### config.mk
export PLATFORM = sky130hd
export DESIGN_NAME = mac_reg_arbiter
export DESIGN_NICKNAME = d
export VERILOG_FILES = /design/src/rtl/mac_reg_arbiter.sv
export SDC_FILE = /design/constraint.sdc
export NUM_CORES = 1
export LEC_CHECK = 0
export CAP_MARGIN = 20
export CORE_ASPECT_RATIO = 1.2
export CORE_MARGIN = 2
export CORE_UTILIZATION = 38
export DETAILED_ROUTE_END_ITERATION = 6
export GPL_TIMING_DRIVEN = 0
export PLACE_DENSITY = 0.92
export SKIP_LAST_GASP = 1
export SYNTH_ARGS = -nofsm -noshare
export SYNTH_HDL_FRONTEND = slang
export SYNTH_SLANG_ARGS = --single-unit
export TNS_END_PERCENT = 5
### constraint.sdc
create_clock -name i_clk -period 3.61 [get_ports i_clk]
set_input_delay 0.5415 -clock i_clk [delete_from_list [all_inputs] [get_ports i_clk]]
set_output_delay 0.5415 -clock i_clk [all_outputs]
set_load 0.05 [all_outputs]
### src/rtl/mac_reg_arbiter.sv
// mac_reg_arbiter: round-robin N-way arbiter sharing one MAC register (MCI) master.
// Define MAC_REG_ARB_TIMEOUT_EN to build the i_mci_ack timeout.
module mac_reg_arbiter #(
  parameter int NUM_REQ     = 3,
  parameter int ADDR_W      = 14,
  parameter int DATA_W      = 32,
  parameter int TIMEOUT_CYC = 1024
) (
  input  logic                      i_clk,
  input  logic                      i_rst,
  input  logic [NUM_REQ-1:0]        i_req,
  input  logic [NUM_REQ*ADDR_W-1:0] i_addr,
  input  logic [NUM_REQ*DATA_W-1:0] i_wr_data,
  input  logic [NUM_REQ-1:0]        i_rdwn,
  output logic [NUM_REQ-1:0]        o_done,
  output logic                      o_err,
  output logic [DATA_W-1:0]         o_rd_data,
  output logic [NUM_REQ-1:0]        o_grant,
  output logic                      o_busy,
  output logic                      o_mci_val,
  output logic [ADDR_W-1:0]         o_mci_addr,
  output logic [DATA_W-1:0]         o_mci_wdata,
  output logic [DATA_W/8-1:0]       o_mci_be,
  output logic                      o_mci_rdwn,
  input  logic                      i_mci_ack,
  input  logic [DATA_W-1:0]         i_mci_rdata
);

  typedef enum logic [1:0] {S_IDLE, S_WAIT, S_DONE} state_t;

  localparam int IDX_W = $clog2(NUM_REQ);

  state_t             state_q, state_d;
  logic [IDX_W-1:0]   last_q, last_d;
  logic [IDX_W-1:0]   idx_q, idx_d;
  logic [NUM_REQ-1:0] grant_q, grant_d;
  logic [NUM_REQ-1:0] done_q, done_d;
  logic               busy_q, busy_d;
  logic               val_q, val_d;
  logic               rdwn_q, rdwn_d;
  logic               err_q, err_d;
  logic [ADDR_W-1:0]  addr_q, addr_d;
  logic [DATA_W-1:0]  wdata_q, wdata_d;
  logic [DATA_W-1:0]  rd_q, rd_d;

  logic               found;
  logic [IDX_W-1:0]   win;
  logic [IDX_W:0]     cand;
  logic [ADDR_W-1:0]  sel_addr;
  logic [DATA_W-1:0]  sel_wdata;
  logic               sel_rdwn;
  logic               timeout;

`ifdef MAC_REG_ARB_TIMEOUT_EN
  localparam int CNT_W = (TIMEOUT_CYC > 2) ? $clog2(TIMEOUT_CYC) : 1;

  logic [CNT_W-1:0] cnt_q, cnt_d;

  assign timeout = (cnt_q == CNT_W'(TIMEOUT_CYC - 1));

  always_comb begin
    cnt_d = cnt_q;
    if (state_q == S_IDLE) begin
      cnt_d = '0;
    end else if (state_q == S_WAIT && !i_mci_ack && !timeout) begin
      cnt_d = cnt_q + 1'b1;
    end
  end

  always_ff @(posedge i_clk) begin
    if (i_rst) begin
      cnt_q <= '0;
    end else begin
      cnt_q <= cnt_d;
    end
  end
`else
  logic unused_timeout_cyc;
  assign unused_timeout_cyc = (TIMEOUT_CYC != 0);
  assign timeout = 1'b0;
`endif

  // Rotating search starting one past the last completed owner.
  always_comb begin
    found = 1'b0;
    win   = '0;
    cand  = '0;
    for (int i = 0; i < NUM_REQ; i++) begin
      cand = {1'b0, last_q} + (IDX_W+1)'(i + 1);
      if (cand >= (IDX_W+1)'(NUM_REQ)) begin
        cand = cand - (IDX_W+1)'(NUM_REQ);
      end
      if (!found && i_req[cand[IDX_W-1:0]]) begin
        found = 1'b1;
        win   = cand[IDX_W-1:0];
      end
    end
    sel_addr  = '0;
    sel_wdata = '0;
    sel_rdwn  = 1'b0;
    for (int k = 0; k < NUM_REQ; k++) begin
      if (win == IDX_W'(k)) begin
        sel_addr  = i_addr[k*ADDR_W +: ADDR_W];
        sel_wdata = i_wr_data[k*DATA_W +: DATA_W];
        sel_rdwn  = i_rdwn[k];
      end
    end
  end

  always_comb begin
    state_d = state_q;
    last_d  = last_q;
    idx_d   = idx_q;
    grant_d = grant_q;
    busy_d  = busy_q;
    val_d   = val_q;
    rdwn_d  = rdwn_q;
    addr_d  = addr_q;
    wdata_d = wdata_q;
    rd_d    = rd_q;
    done_d  = '0;
    err_d   = 1'b0;
    unique case (state_q)
      S_IDLE: begin
        if (found) begin
          state_d      = S_WAIT;
          idx_d        = win;
          grant_d      = '0;
          grant_d[win] = 1'b1;
          busy_d       = 1'b1;
          val_d        = 1'b1;
          addr_d       = sel_addr;
          wdata_d      = sel_wdata;
          rdwn_d       = sel_rdwn;
        end
      end
      S_WAIT: begin
        if (i_mci_ack) begin
          state_d = S_DONE;
          rd_d    = rdwn_q ? i_mci_rdata : '0;
          val_d   = 1'b0;
          done_d  = grant_q;
          last_d  = idx_q;
        end else if (timeout) begin
          state_d = S_DONE;
          rd_d    = '0;
          val_d   = 1'b0;
          done_d  = grant_q;
          err_d   = 1'b1;
          last_d  = idx_q;
        end
      end
      S_DONE: begin
        state_d = S_IDLE;
        grant_d = '0;
        busy_d  = 1'b0;
      end
      default: state_d = S_IDLE;
    endcase
  end

  always_ff @(posedge i_clk) begin
    if (i_rst) begin
      state_q <= S_IDLE;
      last_q  <= IDX_W'(NUM_REQ - 1);
      idx_q   <= '0;
      grant_q <= '0;
      done_q  <= '0;
      busy_q  <= 1'b0;
      val_q   <= 1'b0;
      rdwn_q  <= 1'b0;
      err_q   <= 1'b0;
      addr_q  <= '0;
      wdata_q <= '0;
      rd_q    <= '0;
    end else begin
      state_q <= state_d;
      last_q  <= last_d;
      idx_q   <= idx_d;
      grant_q <= grant_d;
      done_q  <= done_d;
      busy_q  <= busy_d;
      val_q   <= val_d;
      rdwn_q  <= rdwn_d;
      err_q   <= err_d;
      addr_q  <= addr_d;
      wdata_q <= wdata_d;
      rd_q    <= rd_d;
    end
  end

  assign o_done      = done_q;
  assign o_err       = err_q;
  assign o_rd_data   = rd_q;
  assign o_grant     = grant_q;
  assign o_busy      = busy_q;
  assign o_mci_val   = val_q;
  assign o_mci_addr  = addr_q;
  assign o_mci_wdata = wdata_q;
  assign o_mci_be    = {(DATA_W/8){1'b1}};
  assign o_mci_rdwn  = rdwn_q;

endmodule

[Word-level counts from Yosys, hierarchy flattened]
Cells that the tools add are included.
Storage, ports and cells
  bits of input ports: 179
  register bits after elaboration: 93
Operators by class
  multiplexer cells: 36
  add/subtract/negate cells: 6
  $lt $le $gt $ge: 8
  bitwise logic cells: 2
  reductions and logical operators: 15
  equal/unequal tests: 6
Operators by type and width (number)
  32-bit two-way mux: 4
  14-bit two-way mux: 3
  2-bit two-way mux: 8
  2-bit by 3-bit less-than comparator with 1-bit output (second input constant): 4
  1-bit two-way mux: 12
  3-bit by 2-bit >= comparator with 1-bit output (second input constant): 3
  2-bit AND reduction: 4
  2-bit by 2-bit adder with 3-bit output (second input constant): 2
  1-bit binary-select mux with 2-bit select: 3
  3-bit one-hot mux with 2 select lines: 1
  2-bit subtractor (second input constant): 3
  2-bit by 1-bit equality test with 1-bit output (second input constant): 2
  2-bit equality test (second input constant): 2
  2-bit zero test: 2
  2-bit inequality test (second input constant): 2
  1-bit one-hot mux with 2 select lines: 2
  2-bit one-hot mux with 2 select lines: 1
  2-bit nonzero test: 2
  2-bit by 1-bit adder with 3-bit output (second input constant): 1
  1-bit logical AND: 3
  3-bit two-way mux: 1
  3-bit AND reduction: 1
  3-bit OR reduction: 1
  1-bit demux with 2-bit select: 1
  3 further kinds: 5

[Logic depth before layout (Yosys ltp)]
Gate-level depths: netlist (run 1).
  depth in word-level cells: 18
  mapped depth: 11
  mapped depth without buffers: 8

[Worst setup path after synthesis (run 1)]
OpenSTA, ideal clock, no wires.
  path kind: register to register
  from: reg last_q[0]
  to: reg rdwn_q (netlist: o_mci_rdwn)
  clock period less this slack: 2492 ps
  arrival time: 2423 ps
  slack: 1118 ps
  cell stages (with the launch flop): 12
  data required time: 3541 ps
  path buffers: 3
  cells stage by stage: dfxtp_1 > inv_1 > ha_1 > buf_6 > mux2_4 > a222oi_1 > a21bo_2 > and2_4 > buf_12 > buf_12 > a22oi_1 > o21ai_1
On the way
  word-level cells in the longest chain between the ends: 16
Ends and longest elaborated chain
  start, declared: line 34  | logic [IDX_W-1:0] last_q, last_d;
  start signal, assigned: line 165  | last_q <= IDX_W'(NUM_REQ - 1);
  start signal, assigned: line 178  | last_q <= last_d;
  2-bit by 1-bit adder with 3-bit output: line 89  | cand = {1'b0, last_q} + (IDX_W+1)'(i + 1);
  3-bit by 2-bit >= comparator with 1-bit output or 2-bit subtractor (tied branches): line 90, 91
  2-bit two-way mux: line 90  | if (cand >= (IDX_W+1)'(NUM_REQ)) begin
  1-bit binary-select mux with 2-bit select: line 93  | if (!found && i_req[cand[IDX_W-1:0]]) begin
  1-bit two-way mux (implied by the code): line 93
  1-bit two-way mux: line 93
  1-bit zero test: line 93
  1-bit logical AND: line 93
  1-bit two-way mux: line 93
  1-bit zero test: line 93
  1-bit logical AND: line 93
  2-bit two-way mux: line 93
  2-bit zero test: line 102  | if (win == IDX_W'(k)) begin
  1-bit two-way mux (3 in a row): line 102
  end signal, assigned: line 184  | rdwn_q <= rdwn_d;
  end, declared: line 40  | logic rdwn_q, rdwn_d;
Several ways; a longest one is shown, not always the timed one. The select of a mux whose other input is x is not followed.
A chain may end at the register's enable or synchronous reset.

[Final worst setup path (run 1)]
  from: reg last_q[0]
  to: reg wdata_q[17] (netlist: o_mci_wdata[17])
On the way
  word-level cells in the longest chain between the ends: 16
Ends and longest elaborated chain
  2-bit by 1-bit adder with 3-bit output: line 89
  3-bit by 2-bit >= comparator with 1-bit output or 2-bit subtractor (tied branches): line 90, 91
  2-bit two-way mux: line 90
  1-bit binary-select mux with 2-bit select: line 93
  1-bit two-way mux (implied by the code): line 93
  1-bit two-way mux: line 93
  1-bit zero test: line 93
  1-bit logical AND: line 93
  1-bit two-way mux: line 93
  1-bit zero test: line 93
  1-bit logical AND: line 93
  2-bit two-way mux: line 93
  2-bit zero test: line 102
  32-bit two-way mux (3 in a row): line 102
  end signal, assigned: line 187  | wdata_q <= wdata_d;
  end, declared: line 43  | logic [DATA_W-1:0] wdata_q, wdata_d;
Several ways; a longest one is shown, not always the timed one. The select of a mux whose other input is x is not followed.

==> results of run 1 <==
final timing paths:
| check | start | to | slack (ns) | depth (start not counted) |
|---|---|---|---|---|
| setup / recovery | last_q[0]$_SDFFE_PP0P_ | o_mci_wdata[17]$_SDFFE_PP0P_ | 0.57 | 9 |
| hold / removal | o_busy$_SDFFE_PP0P_ | o_busy$_SDFFE_PP0P_ | 0.45 | 2 |
| setup reg to reg | last_q[0]$_SDFFE_PP0P_ | o_mci_wdata[17]$_SDFFE_PP0P_ | 0.57 | 9 |
| hold reg to reg | o_busy$_SDFFE_PP0P_ | o_busy$_SDFFE_PP0P_ | 0.45 | 2 |
per-layer routing:
layer / routed length (um) / share of wire / global-route usage / up-vias
met5: 0 / 0 / 0 / -
met4: 312 / 0.022 / 0.100 / 0
met3: 1510 / 0.10 / 0.0995 / 25
met2: 7240 / 0.50 / 0.441 / 213
met1: 5320 / 0.37 / 0.252 / 1910
li1: - / - / - / 1972
area by class of cell:
cell class,count,share of cell area
Timing Repair Buffer,265,0.377
Sequential cell,93,0.264
Multi-Input combinational cell,250,0.257
Buffer,34,0.0402
Clock buffer,14,0.0361
Tap cell,126,0.0224
Inverter,5,0.00267
Clock inverter,1,0.00107
sequential cells by signal, indices dropped and copies added (netlist names):
signal and count:
o_mci_wdata 32, o_rd_data 32, o_mci_addr 14, o_done 3, o_grant 3, idx_q 2
last_q 2, state_q 2, o_busy 1, o_mci_rdwn 1, o_mci_val 1
metrics by stage:
step / std cells / utilization / total power, uW / hold WS (ns)
after floorplan: 382 / - / 1820 / 0.432
after global placement: 773 / 0.674 / 2270 / 0.431
after global routing: 788 / 0.700 / 3240 / 0.468
after detailed placement: 773 / 0.674 / 2300 / 0.443
final: 788 / 0.700 / 3120 / 0.448
after CTS: 788 / 0.700 / 3140 / 0.451
placed cells by master (no fill, tap or decap), types with 3 or more instances in the layout:
cell type          n
a211oi_1           4
a21oi_1            4
a22o_1            34
a22oi_1           44
and2_1             4
buf_12             5
buf_2              4
buf_4              5
buf_6              6
clkbuf_1          13
clkbuf_16          9
clkbuf_2           4
clkdlybuf4s50_1  265
conb_1             5
dfxtp_1           93
ha_1               3
inv_1              5
mux2i_1           45
nand2_1           17
nand3_1            4
nor2_1            12
nor2b_1            4
o21ai_0            7
o21ai_1           36
o21ai_2            3
o31ai_1            4
logic make-up after synthesis:
logic type                 count (synthesis)
other                                      2
and+or+nand+nor                           48
buffers and inverters                     39
adders and majority gates                  3
AOI/OAI and AO/OA                        147
muxes                                     47
DFF                                       93
critical path, delay by kind of cell (launching register included):
kind | cells | cell delay [ns]
AOI/OAI and AO/OA | 3 | 0.92
buffers and inverters | 3 | 0.58
DFF | 1 | 0.41
and+or+nand+nor | 1 | 0.37
adders and majority gates | 1 | 0.34
muxes | 1 | 0.30
power by group:
group	leakage, uW	internal (uW)	switching (uW)
sequential	0.000761	1130	56.6
clock	0.000123	483	362
combinational	0.00179	468	626
total	0.00267	2080	1040
==> metrics.md, run 1 <==
| Metric | Value |
|---|---|
| Status | `finished clean` |
| Final hold viol count | `0` |
| Hold Crit Class | `reg -> reg` |
| Simple-gate share of the synthesized area | `0.0578` |
| CP Cell Sequence | `inv_1, ha_1, buf_6, mux2_4, a222oi_1, o21ai_0, nand3_1, clkbuf_2, o21ai_1` |
| Detailed Route Iter0 Violations | `145` |
| Placed inst area | `roughly 0.0068 mm2` |
| IO Count | `between 200 and 300` |
| Die Ht | `roughly 120 um` |
| FMAX | `329 MHz` |
| CTS tree | `yes` |
| FF+latch area | `0.00186 mm2` |
| IO buf count | `265` |
| Vias post-DR | `4120` |
| Worst Path Max Fanout | `10` |
| Post-DRT Antenna Nets | `0` |
| Gpl congestion | `0.870` |
| Post-synthesis mux area share | `0.120` |
| Worst-path clk slew | `0.06 ns` |
| Vias in the first global route | `approximately 4300` |
| Remaining global-route overflow | `0` |
| Total GRT Usage | `0.244` |
| RSZ-0062 raised after global routing | `no` |
| Largest family of logic cells by synthesized area | `compound AO/OA/AOI/OAI gates` |
| Multi-input combinational cell area | `between 0.0015 and 0.002 mm2` |
| Synth area leaders | `dfxtp_1, mux2i_1, a22oi_1` |
| LEAKAGE | `0.00267 uW` |
| First-pass GRT wire length | `about 22000 um` |
| Slew Viols, Final | `0` |
| Post-cts hold buffer count | `0` |
| Final Critical Period | `slightly above 3 ns` |
| Fin crit share | `0.843` |
| Rel. slew slack | `0.482` |
| DRT Pass-1 Iters | `4` |
| Cts repair resizes | `0` |
| TritonCTS buffer count | `9` |
| Share of the synthesized area in the top cell type | `0.470` |
| Crit path setup slack, layout | `0.566 ns` |
| Final net count | `840` |
| Area of the mapped netlist | `0.00396 mm2` |
| # fillers | `750` |
| Setup tns final | `0 ns` |
| Warnings, synthesis | `0` |
| Clk buf depth | `2` |
| CTS Root Buffer Type | `clkbuf_16` |
| Max incr delay on CP | `0.61 ns` |
| Drt wl/cell | `between 15 and 20 um` |
| Most common cell in the netlist | `dfxtp_1` |
| Setup Slack @ Placement | `0.441 ns` |
| FP Rows | `40` |
| Final Skew | `0.00524 ns` |
| Post-Synth XOR/XNOR Area | `0` |
| CP Capture Type | `flip-flop` |
| Post-CTS setup buffers | `0` |
| P&R area growth vs syn | `77.9%` |
| Layout cells sized above 1 | `0.0710` |
| Slew @ Worst Pin | `0.777 ns` |
| Die area | `roughly 0.011 mm2` |
| CP Launch Type | `flip-flop` |
| Top FF cell, synth | `dfxtp_1` |
| PwrDens | `444 mW/mm2` |
| Initial antenna violation count | `0` |
| Maximum capacitance violations | `0` |
| Total wire length | `14400 um` |
| N_diodes | `0` |
| Post-Synthesis Cells | `around 380` |
| Core ar. | `between 0.01 and 0.015 mm2` |
| # DRC | `0` |
| Synth Area in Compound Gates | `0.264` |
| Dpl hpwl | `11400 um` |
| Worst path slowest cell | `a222oi_1` |
| Clk sinks | `93` |
| Synth cell types | `45` |
| Adder-cell share of the synthesized area | `0.00948` |
| Clock latency on the worst-skew pair | `about 0.33 ns` |
| CP arrival | `3.25 ns` |
| H-Tree Depth | `3` |
| Final setup vio count | `0` |
| Chip width | `slightly below 100 um` |
| Post-synth EDFFs | `0` |
| Largest net degree at the start of global routing | `14` |
| Post-synth ARST share | `0` |
| Commonest cells in the netlist | `dfxtp_1, mux2i_1, a22oi_1` |
| VDD IR-drop max | `312 uV` |
| WS Path Type | `reg -> reg` |
| Via density | `5.23` |
| Post-Layout Inst Area | `0.00704 mm2` |
| Starting Density | `0.394` |
| Avg Cell Area, Syn | `10.4 um2` |
| Seq cells post-synth | `93` |
| Critical Path RT | `3.82 ns` |
| Seq/Total Area, Yosys | `0.470` |
| Top cell type by total area after synthesis | `dfxtp_1` |
Note: power is estimated with default switching activity, not from simulation.
==> run 2: changes to the inputs <==
--- a/config.mk
+++ b/config.mk
@@ -8,10 +8,10 @@
 export CAP_MARGIN = 20
 export CORE_ASPECT_RATIO = 1.2
 export CORE_MARGIN = 2
-export CORE_UTILIZATION = 38
+export CORE_UTILIZATION = 32
 export DETAILED_ROUTE_END_ITERATION = 6
 export GPL_TIMING_DRIVEN = 0
-export PLACE_DENSITY = 0.92
+export PLACE_DENSITY = 0.83
 export SKIP_LAST_GASP = 1
 export SYNTH_ARGS = -nofsm -noshare
 export SYNTH_HDL_FRONTEND = slang
==> constraint.sdc (replaced) <==
create_clock -name i_clk -period 2.45 [get_ports i_clk]
set_input_delay 0.3675 -clock i_clk [delete_from_list [all_inputs] [get_ports i_clk]]
set_output_delay 0.3675 -clock i_clk [all_outputs]
set_load 0.05 [all_outputs]
==> metrics.md, run 2 (synthesis results as in run 1) <==
| Metric | Value |
|---|---|
| Drt wl/cell | `approximately 18 um` |
| WS Path Type | `reg -> reg` |
| IO buf count | `265` |
| Total wire length | `15500 um` |
| Post-DRT Antenna Nets | `0` |
| Top Layer Used | `met4` |
| Chip width | `approximately 110 um` |
| P_int | `about 3300 uW` |
| Initial antenna violation count | `0` |
| PwrDens | `about 650 mW/mm2` |
| Dpl hpwl | `11700 um` |
| DR WL met2 | `8080 um` |
| N_diodes | `0` |
| CP Launch Type | `flip-flop` |
| Wire length on met1 | `5770 um` |
| Largest net degree at the start of global routing | `15` |
| Die Ht | `about 130 um` |
| CP Capture Type | `flip-flop` |
| CTS Root Buffer Type | `clkbuf_16` |
| Die area | `0.0133 mm2` |
| Setup crit start | `last_q[0]$_SDFFE_PP0P_` |
| # fillers | `977` |
| FF+latch area | `between 0.0015 and 0.002 mm2` |
| Critical Path RT | `2.67 ns` |
| Core ar. | `0.0121 mm2` |
| Comb pwr share | `0.357` |
| P&R area growth vs syn | `90.9%` |
| Remaining global-route overflow | `0` |
| Final setup vio count | `0` |
| Worst path slowest cell | `dfxtp_4` |
| Final Skew | `0.00628 ns` |
| Placed inst area | `0.00684 mm2` |
| Clock latency on the worst-skew pair | `between 0.3 and 0.4 ns` |
| Detailed Route Iter0 Violations | `196` |
| CP Cell Sequence | `inv_4, ha_4, buf_8, mux2_4, a222oi_1, buf_4, and2_2, nor2_1, a211oi_2, o31ai_1` |
| Slew Viols, Final | `0` |
| Hold Crit Class | `reg -> reg` |
| Clk buf depth | `2` |
| Clock share of power | `0.286` |
| TritonCTS buffer count | `9` |
| DRT Pass-1 Iters | `5` |
| Post-Layout Inst Area | `0.00756 mm2` |
| Status | `finished clean` |
| Worst Path Max Fanout | `5` |
| H-Tree Depth | `3` |
| First-pass GRT wire length | `22500 um` |
| Net Sw Frac | `0.330` |
| Worst R2R Start | `last_q[0]$_SDFFE_PP0P_` |
| Setup tns final | `0 ns` |
| Most frequent cells in the layout | `clkdlybuf4s50_1, dfxtp_1, mux2i_1` |
| R2R Setup Slk | `0.03 ns` |
| IO Count | `271` |
| Final Critical Period | `around 2.4 ns` |
| Clk sinks | `93` |
| CTS tree | `yes` |
| VDD IR-drop max | `320 uV` |
| Post-layout power | `about 4900 uW` |
| CP top delay family | `compound AO/OA/AOI/OAI gates` |
| Gpl congestion | `0.863` |
| Max incr delay on CP | `0.37 ns` |
| Rel. slew slack | `0.569` |
| Total GRT Usage | `0.215` |
| Buf/Inv on CP | `3` |
| Vias in the first global route | `4299` |
| Sequential Power Share | `0.357` |
| Commonest non-fill, non-tap cell in the layout | `clkdlybuf4s50_1` |
| Slew @ Worst Pin | `0.642 ns` |
| FMAX | `412 MHz` |
| Layout cells sized above 1 | `0.130` |
| RSZ-0062 raised after global routing | `yes` |
| # DRC | `0` |
| Fin crit share | `0.990` |
| Hold_sp | `o_busy$_SDFFE_PP0P_` |
| Via density | `between 4 and 5` |
| Post-cts hold buffer count | `0` |
| LEAKAGE | `between 0.002 and 0.003 uW` |
| Multi-input combinational cell area | `0.00192 mm2` |
| Maximum capacitance violations | `0` |
| Worst-path clk slew | `0.07 ns` |
| Vias post-DR | `4200` |
| Metal3 WL | `1290 um` |
| Sw Pwr | `~1600 uW` |
| FP Rows | `44` |
| Starting Density | `0.327` |
| Final hold viol count | `0` |
| Final net count | `861` |
| CP arrival | `between 2 and 3 ns` |
run 2: cell count changes in the layout (fill, tap and decap cells not counted), sizes merged:
cell	before	now
buf	21	35
clkbuf	27	32
bufinv	0	1
clkinvlp	1	2
run 2: final timing paths:
path,end,depth (start not counted)
setup / recovery,o_mci_wdata[13]$_SDFFE_PP0P_,10
hold / removal,o_busy$_SDFFE_PP0P_,2
hold reg to reg,o_busy$_SDFFE_PP0P_,2
setup reg to reg,o_mci_wdata[13]$_SDFFE_PP0P_,10
run 2: worst min-delay path, stage by stage, from the launching register on:
cell	delay (ns)
dfxtp_1	0.31
nand2_1	0.05
nand2_1	0.04
run 2: cell type report:
class	count	area share
plain buffers	34	0.0447
clock buffers	12	0.0339
clock inverters	3	0.00596
inverters	5	0.00281
multi-input cells	250	0.253
flip-flops and latches	93	0.247
well taps	161	0.0267
repair buffers	286	0.385
run 2: what timing repair did:
item,in CTS,in global routing
pin swaps,1,4
setup buffers,1,13
resized for setup,11,34
endpoints found under the hold margin,0,0
setup endpoints to repair,51,50
gates cloned,0,7
run 2: power groups by stage:
stage          clock network [uW]  logic (uW)  registers [uW]
2_1_floorplan                   0         419            2260
3_3_place_gp                    0        1590            1770
3_5_place_dp                    0        1610            1780
4_1_cts                      1430        1630            1750
5_1_grt                      1480        1830            1770
6_report                     1410        1750            1750
run 2: metal layers:
layer	track usage	vias up
met1	0.227	1953
met5	0	-
met3	0.0626	24
met2	0.397	214
li1	-	2009
met4	0.0836	0
run 2: per-stage QoR:
stage	setup slack [ns]	util	hold slack, ns	cells
after global routing	-0.0368	0.624	0.482	844
after global placement	-0.390	0.565	0.433	808
after detailed placement	-0.425	0.565	0.442	808
after CTS	-0.0555	0.594	0.453	824
final	0.0251	0.624	0.451	844
after floorplan	0.0141	-	0.424	382
